$ cat config.mk
export PLATFORM = sky130hd
export DESIGN_NAME = priority_arbiter_flat
export DESIGN_NICKNAME = d
export VERILOG_FILES = /design/src/rtl/priority_arbiter_if.sv /design/src/rtl/priority_arbiter.sv /design/src/flat_wrapper.sv
export SDC_FILE = /design/constraint.sdc
export NUM_CORES = 1
export LEC_CHECK = 0
export BUFFER_PORTS_ARGS = -buffer_cell sky130_fd_sc_hd__buf_4
export CORE_UTILIZATION = 40
export CTS_BUF_LIST = sky130_fd_sc_hd__clkbuf_8 sky130_fd_sc_hd__clkbuf_16
export DETAILED_ROUTE_END_ITERATION = 12
export PLACE_DENSITY_LB_ADDON = 0.15
export SYNTH_ARGS = -nofsm -noshare
export SYNTH_HDL_FRONTEND = slang
export SYNTH_SLANG_ARGS = --single-unit
$ cat constraint.sdc
create_clock -name clk -period 5 [get_ports clk]
set_clock_uncertainty 0.2 [all_clocks]
set_input_delay 1.5 -clock clk [delete_from_list [all_inputs] [get_ports clk]]
set_output_delay 1.5 -clock clk [all_outputs]
set_load 0.02 [all_outputs]
$ cat src/rtl/priority_arbiter_if.sv
// Request/grant bundle between N requesters and the arbiter.
// The master side drives requests; the slave side (arbiter) drives grants.
interface priority_arbiter_if #(
    parameter int N  = 4,
    parameter int IW = 2
);
    logic [N-1:0]  req;
    logic          rr_mode;
    logic          done;
    logic [N-1:0]  gnt;
    logic [IW-1:0] gnt_idx;
    logic          gnt_valid;
    logic          timeout;

    modport master (
        output req, rr_mode, done,
        input  gnt, gnt_idx, gnt_valid, timeout
    );

    modport slave (
        input  req, rr_mode, done,
        output gnt, gnt_idx, gnt_valid, timeout
    );
endinterface

$ cat src/rtl/priority_arbiter.sv
// Registered N-channel arbiter: fixed-priority (highest index) or round-robin,
// holding each grant until done, request drop, or the MAX_HOLD limit.
module priority_arbiter #(
    parameter int N        = 4,
    parameter int IW       = 2,
    parameter int MAX_HOLD = 8
) (
    input  logic               clk,
    input  logic               reset_n,
    priority_arbiter_if.slave  bus
);

    typedef enum logic {S_IDLE, S_GRANT} state_t;

    localparam bit         HOLD_EN   = (MAX_HOLD != 0);
    localparam logic [7:0] HOLD_LAST = 8'((MAX_HOLD == 0) ? 0 : (MAX_HOLD - 1));

    state_t        state_reg, state_next;
    logic [N-1:0]  gnt_reg, gnt_next;
    logic [IW-1:0] idx_reg, idx_next;
    logic [IW-1:0] ptr_reg, ptr_next;
    logic [7:0]    cnt_reg, cnt_next;
    logic          timeout_reg, timeout_next;

    logic [IW-1:0] rot_idx [N];
    logic [N-1:0]  rot_req;
    logic [N-1:0]  win_onehot;
    logic [IW-1:0] fix_win, rr_win, win_idx;
    logic          owner_req, hold_hit, release_now;

    // rot_idx[gi] is the channel examined at scan offset gi from ptr.
    genvar gi;
    generate
        for (gi = 0; gi < N; gi++) begin : g_rot
            logic [IW:0] sum;
            assign sum          = {1'b0, ptr_reg} + (IW+1)'(gi);
            assign rot_idx[gi]  = (sum >= (IW+1)'(N)) ? IW'(sum - (IW+1)'(N)) : IW'(sum);
            assign rot_req[gi]  = bus.req[rot_idx[gi]];
            assign win_onehot[gi] = (win_idx == IW'(gi));
        end
    endgenerate

    always_comb begin
        fix_win = '0;
        for (int i = 0; i < N; i++) begin
            if (bus.req[i]) fix_win = IW'(i);
        end
        // Descending scan so the smallest offset from ptr is the last write.
        rr_win = '0;
        for (int i = N - 1; i >= 0; i--) begin
            if (rot_req[i]) rr_win = rot_idx[i];
        end
        win_idx = bus.rr_mode ? rr_win : fix_win;
    end

    assign owner_req   = bus.req[idx_reg];
    assign hold_hit    = HOLD_EN && (cnt_reg == HOLD_LAST);
    assign release_now = bus.done || !owner_req || hold_hit;

    always_comb begin
        state_next   = state_reg;
        gnt_next     = gnt_reg;
        idx_next     = idx_reg;
        ptr_next     = ptr_reg;
        cnt_next     = cnt_reg;
        timeout_next = 1'b0;
        case (state_reg)
            S_IDLE: begin
                if (|bus.req) begin
                    state_next = S_GRANT;
                    gnt_next   = win_onehot;
                    idx_next   = win_idx;
                    cnt_next   = '0;
                end
            end
            S_GRANT: begin
                if (release_now) begin
                    state_next   = S_IDLE;
                    gnt_next     = '0;
                    idx_next     = '0;
                    cnt_next     = '0;
                    ptr_next     = (idx_reg == IW'(N - 1)) ? '0 : idx_reg + IW'(1);
                    // Only a pure hold-limit revoke counts as a timeout.
                    timeout_next = hold_hit && !bus.done && owner_req;
                end else if (cnt_reg != 8'hFF) begin
                    cnt_next = cnt_reg + 8'd1;
                end
            end
            default: state_next = S_IDLE;
        endcase
    end

    always_ff @(posedge clk) begin
        if (!reset_n) begin
            state_reg   <= S_IDLE;
            gnt_reg     <= '0;
            idx_reg     <= '0;
            ptr_reg     <= '0;
            cnt_reg     <= '0;
            timeout_reg <= 1'b0;
        end else begin
            state_reg   <= state_next;
            gnt_reg     <= gnt_next;
            idx_reg     <= idx_next;
            ptr_reg     <= ptr_next;
            cnt_reg     <= cnt_next;
            timeout_reg <= timeout_next;
        end
    end

    assign bus.gnt       = gnt_reg;
    assign bus.gnt_idx   = idx_reg;
    assign bus.gnt_valid = (state_reg == S_GRANT);
    assign bus.timeout   = timeout_reg;

endmodule

$ cat src/flat_wrapper.sv
// flat-port wrapper written by rule: the top's interface ports become plain ports
module priority_arbiter_flat 
#(
    parameter int N        = 4,
    parameter int IW       = 2,
    parameter int MAX_HOLD = 8
)
  (clk, reset_n, bus_req, bus_rr_mode, bus_done, bus_gnt, bus_gnt_idx, bus_gnt_valid, bus_timeout);
  priority_arbiter_if #(.N(N), .IW(IW)) bus_i ();
  input  logic clk;
  input  logic reset_n;
  input wire logic [$bits(bus_i.req)-1:0] bus_req;
  input wire logic [$bits(bus_i.rr_mode)-1:0] bus_rr_mode;
  input wire logic [$bits(bus_i.done)-1:0] bus_done;
  output wire logic [$bits(bus_i.gnt)-1:0] bus_gnt;
  output wire logic [$bits(bus_i.gnt_idx)-1:0] bus_gnt_idx;
  output wire logic [$bits(bus_i.gnt_valid)-1:0] bus_gnt_valid;
  output wire logic [$bits(bus_i.timeout)-1:0] bus_timeout;
  assign bus_i.req = bus_req;
  assign bus_i.rr_mode = bus_rr_mode;
  assign bus_i.done = bus_done;
  assign bus_gnt = bus_i.gnt;
  assign bus_gnt_idx = bus_i.gnt_idx;
  assign bus_gnt_valid = bus_i.gnt_valid;
  assign bus_timeout = bus_i.timeout;
  priority_arbiter #(.N(N), .IW(IW), .MAX_HOLD(MAX_HOLD)) u_core (.clk(clk), .reset_n(reset_n), .bus(bus_i));
endmodule
### Yosys cells after proc, flatten, opt, wreduce, memory -nomap -nowiden

Index checks and enable logic that the tools add are counted.

* flip-flop bits (word level): 18
* bits of input ports: 8
* output and inout bits: 8
* word-level logic and storage cells: 82

* add/subtract/negate cells: 9
* order comparisons: 9
* equal/unequal tests: 9
* muxes and demuxes: 36
* bitwise logic cells: 1
* reduce and logical (&&, ||, !) cells: 12

Operators by type and width (number)
* 2-to-1 mux 2 bit: 14
* 2-to-1 mux 8 bit: 3
* one-hot mux 8 bit (2 select lines): 1
* less-than comparator 2 x 3 -> 1 bit (second input constant): 5
* binary-select mux 1 bit (select 2 bit): 5
* >= comparator 3 bit (second input constant): 3
* adder 8 x 1 -> 8 bit (second input constant): 1
* equality test 8 x 3 -> 1 bit (second input constant): 1
* 2-to-1 mux 1 bit: 8
* 2-to-1 mux 4 bit: 2
* inequality test 8 bit (second input constant): 1
* one-hot mux 4 bit (2 select lines): 1
* subtractor 2 x 1 -> 2 bit (second input constant): 4
* adder 2 x 2 -> 3 bit (second input constant): 2
* equality test 2 bit (second input constant): 3
* AND reduction 2 bit: 3
* one-hot mux 2 bit (2 select lines): 1
* OR reduction 4 bit: 1
* adder 2 x 1 -> 3 bit (second input constant): 1
* >= comparator 2 x 3 -> 1 bit (second input constant): 1
* inequality test 3 bit (second input constant): 1
* AND reduction 3 bit: 1
* adder 2 x 1 -> 2 bit (second input constant): 1
* equality test 2 x 1 -> 1 bit (second input constant): 1
* other kinds (8): 11

### Logic depth before layout (Yosys ltp)

Gate-level depths: netlist of run 1.

* word-level depth: 13
* mapped depth: 6

### Least setup slack after synthesis of run 1

No wires, ideal clock.

* path kind: input-to-reg
* start: input port bus_req[3]
* end: register u_core.gnt_reg[0] (netlist: u_core.bus.gnt[0])
* data arrival time: 2.427 ns
* data required time: 4.670 ns
* slack: 2.243 ns
* stages: 5
* cell sequence: mux2_2 -> a22oi_1 -> o31a_2 -> buf_8 -> o32ai_2

* cells in the longest elaborated chain, start to end: 10
* elaborated cells between the ends (all ways): 26

Ends and longest elaborated chain
* start: declaration: line flat_wrapper.sv:12 `input wire logic [$bits(bus_i.req)-1:0] bus_req;`
* binary-select mux 1 bit (select 2 bit): line priority_arbiter.sv:38 `assign rot_req[gi] = bus.req[rot_idx[gi]];`
* 2-to-1 mux 1 bit (not written as such): line priority_arbiter.sv:38
* 2-to-1 mux 2 bit (4 in a row): line priority_arbiter.sv:51 `if (rot_req[i]) rr_win = rot_idx[i];`
* 2-to-1 mux 2 bit: line priority_arbiter.sv:53 `win_idx = bus.rr_mode ? rr_win : fix_win;`
* zero test 2 bit: line priority_arbiter.sv:39 `assign win_onehot[gi] = (win_idx == IW'(gi));`
* 2-to-1 mux 4 bit: line priority_arbiter.sv:69 `if (|bus.req) begin`
* one-hot mux 4 bit (2 select lines): line priority_arbiter.sv:67 `case (state_reg)`
* end signal: assignment: line priority_arbiter.sv:103 `gnt_reg <= gnt_next;`
* end: declaration: line priority_arbiter.sv:19 `logic [N-1:0] gnt_reg, gnt_next;`

Parallel ways exist; a longest one is shown, timed or not. The select of a mux whose other input is x is not followed.
A chain may end at the register's enable or synchronous reset.

### Worst setup path after layout of run 1

* start: input port bus_req[2]
* end: register u_core.cnt_reg[5]

* cells in the longest elaborated chain, start to end: 7
* elaborated cells between the ends (all ways): 11

Ends and longest elaborated chain
* binary-select mux 1 bit (select 2 bit): line priority_arbiter.sv:56 `assign owner_req = bus.req[idx_reg];`
* 2-to-1 mux 1 bit (not written as such): line priority_arbiter.sv:56
* zero test 1 bit: line priority_arbiter.sv:58 `assign release_now = bus.done || !owner_req || hold_hit;`
* logical OR 1 bit (2 in a row): line priority_arbiter.sv:58
* 2-to-1 mux 8 bit or inequality test 3 bit (tied branches)
* one-hot mux 8 bit (2 select lines) or AND reduction 2 bit (tied branches)
* end signal: assignment: line priority_arbiter.sv:106 `cnt_reg <= cnt_next;`
* end: declaration: line priority_arbiter.sv:22 `logic [7:0] cnt_reg, cnt_next;`

Parallel ways exist; a longest one is shown, timed or not. The select of a mux whose other input is x is not followed.

==> results of run 1 <==
power by group:
part           switching, mW  internal (mW)  leakage (nW)
Combinational         0.0308         0.0254         0.268
Sequential           0.00806          0.150         0.146
Clock                 0.0484         0.0700        0.0288
metrics by stage:
stage / cells / util
floorplan: 107 / -
global placement: 147 / 0.486
detailed placement: 147 / 0.486
CTS: 151 / 0.510
global route: 151 / 0.510
finish: 151 / 0.510
worst max-delay path by stage:
stage	from	endpoint	slack, ps	cells past startpoint
after floorplan	bus_req[3]	u_core.bus.gnt[0]$_SDFFE_PN0P_	2240	5
after global placement	bus_req[2]	u_core.cnt_reg[5]$_SDFFE_PN0P_	1960	5
after detailed placement	bus_req[1]	u_core.bus.gnt[0]$_SDFFE_PN0P_	1930	5
after CTS	bus_req[2]	u_core.cnt_reg[5]$_SDFFE_PN0P_	2200	5
after global routing	bus_req[1]	u_core.bus.gnt[1]$_SDFFE_PN0P_	2080	5
final	bus_req[2]	u_core.cnt_reg[5]$_SDFFE_PN0P_	2190	5
cell type report:
class,instances,area [µm²]
clock buffers,4,55.1
fillers,246,1100
inverters,3,11.3
multi-input cells,83,576
flip-flops and latches,18,360
well taps,28,35.0
repair buffers,15,113
routing by layer:
layer / part of all wire / up-vias
met5: 0 / -
met4: 0.019 / 0
met3: 0.043 / 5
met2: 0.47 / 27
met1: 0.46 / 410
li1: - / 442
layout by cell type (no fill, tap or decap), types with 2 or more instances in the layout:
master,synthesis,layout
o31ai_1,3,3
buf_4,0,15
nor2b_1,2,2
nand2_1,13,13
nor3_1,7,7
o22ai_1,4,4
ha_1,2,2
a21oi_1,5,5
dfxtp_1,18,18
nor3b_1,2,2
o21ai_0,3,3
mux2_2,2,2
xor2_1,3,3
or4_1,2,2
inv_1,3,3
o32ai_2,2,2
nor2_1,3,3
nand4_1,3,3
clkbuf_8,0,4
mux2i_1,5,5
worst min-delay path: cells and delay by family (launching register included):
kind | cells | cell delay (ps)
DFF | 1 | 310
and+or+nand+nor | 1 | 50
AOI/OAI and AO/OA | 1 | 60
kinds of logic (layout without fill, tap and decap cells):
family / after synthesis / count (layout) / synth area share
XOR/XNOR: 3 / 3 / 0.0271
multiplexers: 7 / 7 / 0.0748
AND/OR/NAND/NOR: 46 / 46 / 0.268
adder cells (fa/ha/maj): 2 / 2 / 0.0258
buffers and inverters: 6 / 22 / 0.0348
AO/OA/AOI/OAI: 25 / 25 / 0.197
flip-flops: 18 / 18 / 0.372
==> metrics.md, run 1 <==
| Metric | Value |
|---|---|
| Status | finished clean |
| Worst-path fanout max | 14 |
| Flops & latches, synth | 18 |
| Final setup TNS | 0 ps |
| R2r endpoint | u_core.bus.gnt[0]$_SDFFE_PN0P_ |
| GPL Wtd Cong | between 0.7 and 0.8 |
| PostCTS Resize Cnt | 0 |
| Placed Area | about 1100 µm² |
| Max-cap violations | 0 |
| Largest net degree at the start of global routing | 15 |
| Yosys Warn Count | 0 |
| Synthesized area per cell | just over 9 µm² |
| Fmax | between 300 and 400 MHz |
| Layout cell share with drive strength beyond 1 | 0.228 |
| Top cells by area, synth | dfxtp_1, mux2i_1, nand2_1 |
| CP startpoint kind | input pin |
| Pre-antenna DRT Iters | 4 |
| Count leader, synth | dfxtp_1 |
| CTS tree | yes |
| Clk slew on worst S/H paths | ~70 ps |
| CP Capture Type | register |
| Die Wd | around 51 µm |
| ANT cells | 0 |
| # Post-CTS Setup Buffers | 0 |
| Starting density of the core | 0.430 |
| Initial antenna violation count | 0 |
| FF-to-FF setup slack | a little over 3000 ps |
| Die Area | 2630 µm² |
| CP top delay family | compound AO/OA/AOI/OAI gates |
| Number of flops mapped to enable cells by yosys | 0 |
| Worst r2r path cells | 4 |
| Grt ovf | 0 |
| Final critical-path required period | ~2800 ps |
| Slew margin rel. | 0.599 |
| Detailed placement HPWL | 1610 µm |
| Hold EP | u_core.bus.gnt[2]$_SDFFE_PN0P_ |
| Critical path class | in2reg |
| Worst-margin pin slew | approximately 600 ps |
| Die height | about 51 µm |
| Met2 Usage GRT | 0.320 |
| CP peak stage delay | 490 ps |
| DRT Wirelength | about 2100 µm |
| CP Data Arrival Time | 2770 ps |
| P per Cell Area | about 290 nW/µm² |
| Rows | 17 |
| Mapped Nets | roughly 120 |
| Peak supply drop | ~0.22 mV |
| Vias per cell | between 5 and 6 |
| Worst Path Buf+Inv | 1 |
| Final setup fails | 0 |
| Post-synth top area share | 0.372 |
| Max reg flops | 8 |
| First-pass GRT wire length | 3700 µm |
| Core footprint | around 2300 µm² |
| Cts bufs inserted | 3 |
| RSZ-0062 raised after global routing | no |
| Yosys cell types | 42 |
| Worst hold path type | reg2reg |
| Pre-CTS setup slack | 1930 ps |
| Root Driver | clkbuf_8 |
| Vias in the first global route | between 700 and 800 |
| Pwr Total | about 0.33 mW |
| Hold Crit Depth | 2 |
| Worst-skew pair later-pin latency | roughly 250 ps |
| Number of port buffers | 15 |
| GRT Resource Usage Total | 0.189 |
| Synth cell count leaders | dfxtp_1, nand2_1, nor3_1 |
| Synth area leader | dfxtp_1 |
| Hold buffer count at CTS | 0 |
| Req. time, crit path | around 5000 ps |
| Final nets | ~130 |
| GR peak layer | met2 |
| M3 GR Usage | 0.0357 |
| Static Leak | around 0.44 nW |
| Post-synthesis sequential area ratio | 0.372 |
| CP cell instances | buf_4, nor2_1, a21oi_2, o31a_2, nor4_1 |
| First DRT Iteration DRCs | 14 |
| Fin area | ~1100 µm² |
| Synth Flop Type | dfxtp_1 |
| Mapped cell area | about 970 µm² |
| Clk buf depth | 2 |
| Vias | ~900 |
| CTS H-tree lvls | 1 |
| Avg WL per Cell | about 14 µm |
| Fraction of registers with async set/reset | 0 |
| Met1 GRT Util | 0.233 |
| Crit-path slowest cell | o31a_2 |
| Cell count after synthesis | roughly 110 |
| Area grow syn2layout | 18.6% |
| Post-route clock period utilization | 0.561 |
| I/O pin count | 16 |
| Hold Vio Cnt, Final | 0 |
| Fin Hold WS | around 270 ps |
| Drt drc | 0 |
| Slew Limit Fails | 0 |
| HP Start | u_core.bus.gnt[2]$_SDFFE_PN0P_ |
| Final worst slack | between 2000 and 2500 ps |
| Worst r2r src | u_core.bus.gnt_idx[1]$_SDFFE_PN0P_ |
| Sink Count | 18 |
| DRT antenna net count | 0 |
(Power assumes the default switching activity.)
==> run 2: changes to the inputs <==
- clock period: 5 -> 2.4 ns (I/O delays scaled with it)
==> metrics.md, run 2 (synthesized netlist as in run 1, its figures left out) <==
| Metric | Value |
|---|---|
| Final critical-path required period | about 2100 ps |
| Fmax | ~470 MHz |
| Slew margin rel. | 0.512 |
| Max-cap violations | 0 |
| Avg WL per Cell | around 14 µm |
| Hold Crit Depth | 2 |
| CP cell instances | buf_4, nor2_1, a2111oi_0, a21oi_1, o32ai_2 |
| Hold buffer count at CTS | 0 |
| Worst-margin pin slew | approximately 710 ps |
| Final setup TNS | 0 ps |
| Die Wd | 51.2 µm |
| Most common library cell in the layout ignoring fill and taps | dfxtp_1 |
| Commonest cells after routing, fill and taps aside | dfxtp_1, buf_4, nand2_1, nor3_1 |
| Peak supply drop | about 0.4 mV |
| Drt drc | 0 |
| Clk slew on worst S/H paths | about 70 ps |
| Die height | a little over 50 µm |
| Die Area | between 2000 and 3000 µm² |
| Slew Limit Fails | 0 |
| First-pass GRT wire length | ~3500 µm |
| Vias per cell | 5.85 |
| Area grow syn2layout | 17.9% |
| Net Switching | 0.176 mW |
| CP Capture Type | register |
| CP Data Arrival Time | 2100 ps |
| FF-to-FF setup slack | 390 ps |
| R2r endpoint | u_core.bus.gnt[1]$_SDFFE_PN0P_ |
| Critical path class | in2reg |
| Sink Count | 18 |
| Hold EP | u_core.bus.gnt[2]$_SDFFE_PN0P_ |
| GRT Resource Usage Total | 0.181 |
| DRT antenna net count | 0 |
| Largest net degree at the start of global routing | 15 |
| Status | finished clean |
| Rows | 17 |
| Max reg flops | 8 |
| Grt ovf | 0 |
| Worst-skew pair later-pin latency | between 200 and 300 ps |
| Seq pwr share | 0.504 |
| Initial antenna violation count | 0 |
| Clock network fraction of total power | 0.312 |
| CP startpoint kind | input pin |
| P per Cell Area | about 570 nW/µm² |
| ANT cells | 0 |
| HP Start | u_core.bus.gnt[2]$_SDFFE_PN0P_ |
| CTS H-tree lvls | 1 |
| Final setup fails | 0 |
| Static Leak | 0.441 nW |
| Worst r2r src | u_core.ptr_reg[1]$_SDFFE_PN0P_ |
| CP top delay family | compound AO/OA/AOI/OAI gates |
| DRT Wirelength | 2110 µm |
| First DRT Iteration DRCs | 15 |
| Hold Vio Cnt, Final | 0 |
| Clk buf depth | 2 |
| Req. time, crit path | about 2400 ps |
| Vias in the first global route | 766 |
| Vias | between 800 and 900 |
| Pre-CTS setup slack | -38.5 ps |
| Final worst slack | ~260 ps |
| Number of port buffers | 15 |
| # Post-CTS Setup Buffers | 0 |
| Starting density of the core | 0.430 |
| Layout cell share with drive strength beyond 1 | 0.228 |
| Worst-path fanout max | 5 |
| Worst Path Buf+Inv | 1 |
| Worst hold path type | reg2reg |
| PostCTS Resize Cnt | 0 |
| Combinational share of power | 0.183 |
| I/O pin count | 16 |
| Post-route clock period utilization | 0.891 |
| Final nets | 135 |
| CP peak stage delay | roughly 660 ps |
| GPL Wtd Cong | 0.749 |
| Pre-antenna DRT Iters | 4 |
| Internal power | ~0.48 mW |
| Crit-path slowest cell | a2111oi_0 |
| Root Driver | clkbuf_8 |
| Sw frac | 0.270 |
| CTS tree | yes |
| Worst r2r path cells | 4 |
| Core footprint | 2250 µm² |
| Cts bufs inserted | 3 |
| RSZ-0062 raised after global routing | no |
-- run 2: cell types whose count changed in the layout (fill, tap and decap cells not counted), sizes merged --
| cell | previous run | this run |
|---|---|---|
| clkbuf | 4 | 3 |
| buf | 15 | 16 |
-- run 2: worst register-to-register path, stage by stage, from the launching register on --
cell	delay (ps)
dfxtp_1	460
nor3b_1	90
a2111oi_0	640
a21oi_1	240
o32ai_2	300
-- run 2: metrics by stage --
stage | hold slack, ps | area, µm² | power [mW] | util | std cells
3_3_place_gp | 265 | 1100 | 0.453 | 0.489 | 148
4_1_cts | 278 | 1140 | 0.658 | 0.507 | 151
2_1_floorplan | 260 | 970 | 0.414 | - | 107
5_1_grt | 306 | 1140 | 0.688 | 0.507 | 151
6_report | 279 | 1140 | 0.654 | 0.507 | 151
3_5_place_dp | 268 | 1100 | 0.456 | 0.489 | 148
-- run 2: layout make-up --
class	count	area (µm²)
multi-input cells	83	576
clock buffers	3	41.3
flip-flops and latches	18	360
fillers	237	1110
repair buffers	16	120
well taps	28	35.0
inverters	3	11.3
-- run 2: worst max-delay path by stage --
| stage | start | endpoint | cells past startpoint |
|---|---|---|---|
| after CTS | bus_req[1] | u_core.bus.gnt[1]$_SDFFE_PN0P_ | 5 |
| after detailed placement | bus_req[1] | u_core.bus.gnt[1]$_SDFFE_PN0P_ | 5 |
| final | bus_req[1] | u_core.bus.gnt[1]$_SDFFE_PN0P_ | 5 |
| after floorplan | bus_req[3] | u_core.bus.gnt[0]$_SDFFE_PN0P_ | 5 |
| after global placement | bus_req[0] | u_core.bus.gnt[1]$_SDFFE_PN0P_ | 5 |
| after global routing | bus_req[1] | u_core.bus.gnt[1]$_SDFFE_PN0P_ | 5 |
-- run 2: power by group through the flow --
stage	combinational [mW]	clock, mW	sequential, mW
2_1_floorplan	0.0705	0	0.343
3_3_place_gp	0.117	0	0.335
3_5_place_dp	0.120	0	0.336
4_1_cts	0.121	0.208	0.329
5_1_grt	0.131	0.224	0.332
6_report	0.120	0.204	0.330
-- run 2: metal layers --
layer	wire (µm)	up-vias	track usage	part of all wire
met1	1060	417	0.239	0.50
met3	81	2	0.0446	0.038
met2	958	19	0.283	0.45
met5	0	-	0	0
met4	17	0	0.0676	0.0080
li1	-	445	-	-
==> run 3: changes to the inputs <==
- CORE_MARGIN: default -> 2
==> metrics.md, run 3 (synthesized netlist as in run 1, its figures left out) <==
| Metric | Value |
|---|---|
| Post-route clock period utilization | 0.862 |
| GPL Wtd Cong | 0.773 |
| Worst-path fanout max | 5 |
| Cts bufs inserted | 3 |
| Clk slew on worst S/H paths | around 70 ps |
| Status | finished clean |
| Grt ovf | 0 |
| Setup crit end | u_core.bus.gnt[1]$_SDFFE_PN0P_ |
| Finished Core Util | 0.513 |
| Root Driver | clkbuf_8 |
| # Post-CTS Setup Buffers | 0 |
| Die Area | between 2000 and 3000 µm² |
| Vias in the first global route | around 770 |
| Worst-margin pin slew | about 660 ps |
| Most common library cell in the layout ignoring fill and taps | dfxtp_1 |
| Largest net degree at the start of global routing | 15 |
| DRT antenna net count | 0 |
| RSZ-0062 raised after global routing | no |
| Worst r2r path cells | 4 |
| CP Data Arrival Time | slightly above 2000 ps |
| Rows | 17 |
| Vias per cell | approximately 5.7 |
| Drt drc | 0 |
| Area grow syn2layout | 19.4% |
| Final critical-path required period | 2070 ps |
| Final setup TNS | 0 ps |
| Req. time, crit path | around 2400 ps |
| Die Wd | about 53 µm |
| Fmax | a little under 500 MHz |
| Worst r2r src | u_core.ptr_reg[1]$_SDFFE_PN0P_ |
| DRT Wirelength | ~2000 µm |
| Max reg flops | 8 |
| Clk buf depth | 2 |
| Peak supply drop | ~0.33 mV |
| ANT cells | 0 |
| Initial antenna violation count | 0 |
| First-pass GRT wire length | 3370 µm |
| Avg WL per Cell | around 13 µm |
| PostCTS Resize Cnt | 0 |
| Fillers | ~240 |
| Commonest cells after routing, fill and taps aside | dfxtp_1, buf_4, nand2_1, nor3_1 |
| P per Cell Area | 597 nW/µm² |
| FF-to-FF setup slack | between 400 and 500 ps |
| First DRT Iteration DRCs | 10 |
| CP Launch Point | bus_req[1] |
| Number of port buffers | 15 |
| Hold buffer count at CTS | 0 |
| Starting density of the core | 0.430 |
| Sink Count | 18 |
| Max-cap violations | 0 |
| CTS tree | yes |
| Detailed placement HPWL | 1520 µm |
| Worst hold path type | reg2reg |
| Worst-skew pair later-pin latency | roughly 250 ps |
| Hold Crit Depth | 2 |
| Core footprint | 2250 µm² |
| Final setup fails | 0 |
| Pre-antenna DRT Iters | 4 |
| CTS H-tree lvls | 1 |
| Slew margin rel. | 0.552 |
| I/O pin count | 16 |
| Static Leak | 0.449 nW |
| Hold Vio Cnt, Final | 0 |
| Layout cell share with drive strength beyond 1 | 0.234 |
| Die height | ~53 µm |
| Pwr Total | a little under 0.7 mW |
| Vias | slightly below 900 |
| CP Capture Type | register |
| CP startpoint kind | input pin |
| GRT Resource Usage Total | 0.162 |
| Critical path class | in2reg |
| R2r endpoint | u_core.bus.gnt[1]$_SDFFE_PN0P_ |
| Final nets | ~140 |
| Slew Limit Fails | 0 |
[run 3: cell count changes in the layout (fill, tap and decap cells not counted), sizes merged]
cell,delta
clkbuf,+1
[run 3: final cells by class]
type | count | area, µm² | area share
clock buffer | 4 | 55.1 | 0.0476
multi-input combinational | 83 | 576 | 0.497
tap | 28 | 35.0 | 0.0303
sequential | 18 | 360 | 0.311
inverter | 3 | 11.3 | 0.00973
timing repair buffer | 16 | 120 | 0.104
[run 3: worst max-delay path: stages]
cell,delay [ps]
buf_4,110
nor2_1,70
a2111oi_0,620
a21oi_1,240
o32ai_2,280
[run 3: worst min path at each step]
stage,from,end
after floorplan,u_core.ptr_reg[0]$_SDFFE_PN0P_,u_core.ptr_reg[0]$_SDFFE_PN0P_
after global placement,u_core.bus.gnt[2]$_SDFFE_PN0P_,u_core.bus.gnt[2]$_SDFFE_PN0P_
after detailed placement,u_core.bus.gnt[2]$_SDFFE_PN0P_,u_core.bus.gnt[2]$_SDFFE_PN0P_
after CTS,u_core.bus.gnt[2]$_SDFFE_PN0P_,u_core.bus.gnt[2]$_SDFFE_PN0P_
after global routing,u_core.bus.gnt[2]$_SDFFE_PN0P_,u_core.bus.gnt[2]$_SDFFE_PN0P_
final,u_core.bus.gnt[2]$_SDFFE_PN0P_,u_core.bus.gnt[2]$_SDFFE_PN0P_
[run 3: where the power goes]
part	internal [mW]	switching, mW	leakage [nW]
clock network	0.146	0.0975	0.0288
registers	0.312	0.0166	0.146
logic	0.0539	0.0645	0.273
total	0.512	0.179	0.449
[run 3: layer usage]
layer	track usage	wire, µm	part of all wire	up-vias
met5	0	0	0	-
met4	0.0641	9	0.0044	0
met3	0.0254	92	0.045	2
met2	0.272	980	0.48	15
met1	0.206	956	0.47	404
li1	-	-	-	444
[run 3: stage by stage]
step                setup slack, ps  instance area (µm²)  hold WS [ps]  instances
floorplan                       423                  970           260        107
global placement                128                 1100           264        148
detailed placement             68.0                 1100           264        148
CTS                             335                 1160           275        152
global route                    229                 1160           296        152
finish                          331                 1160           276        152
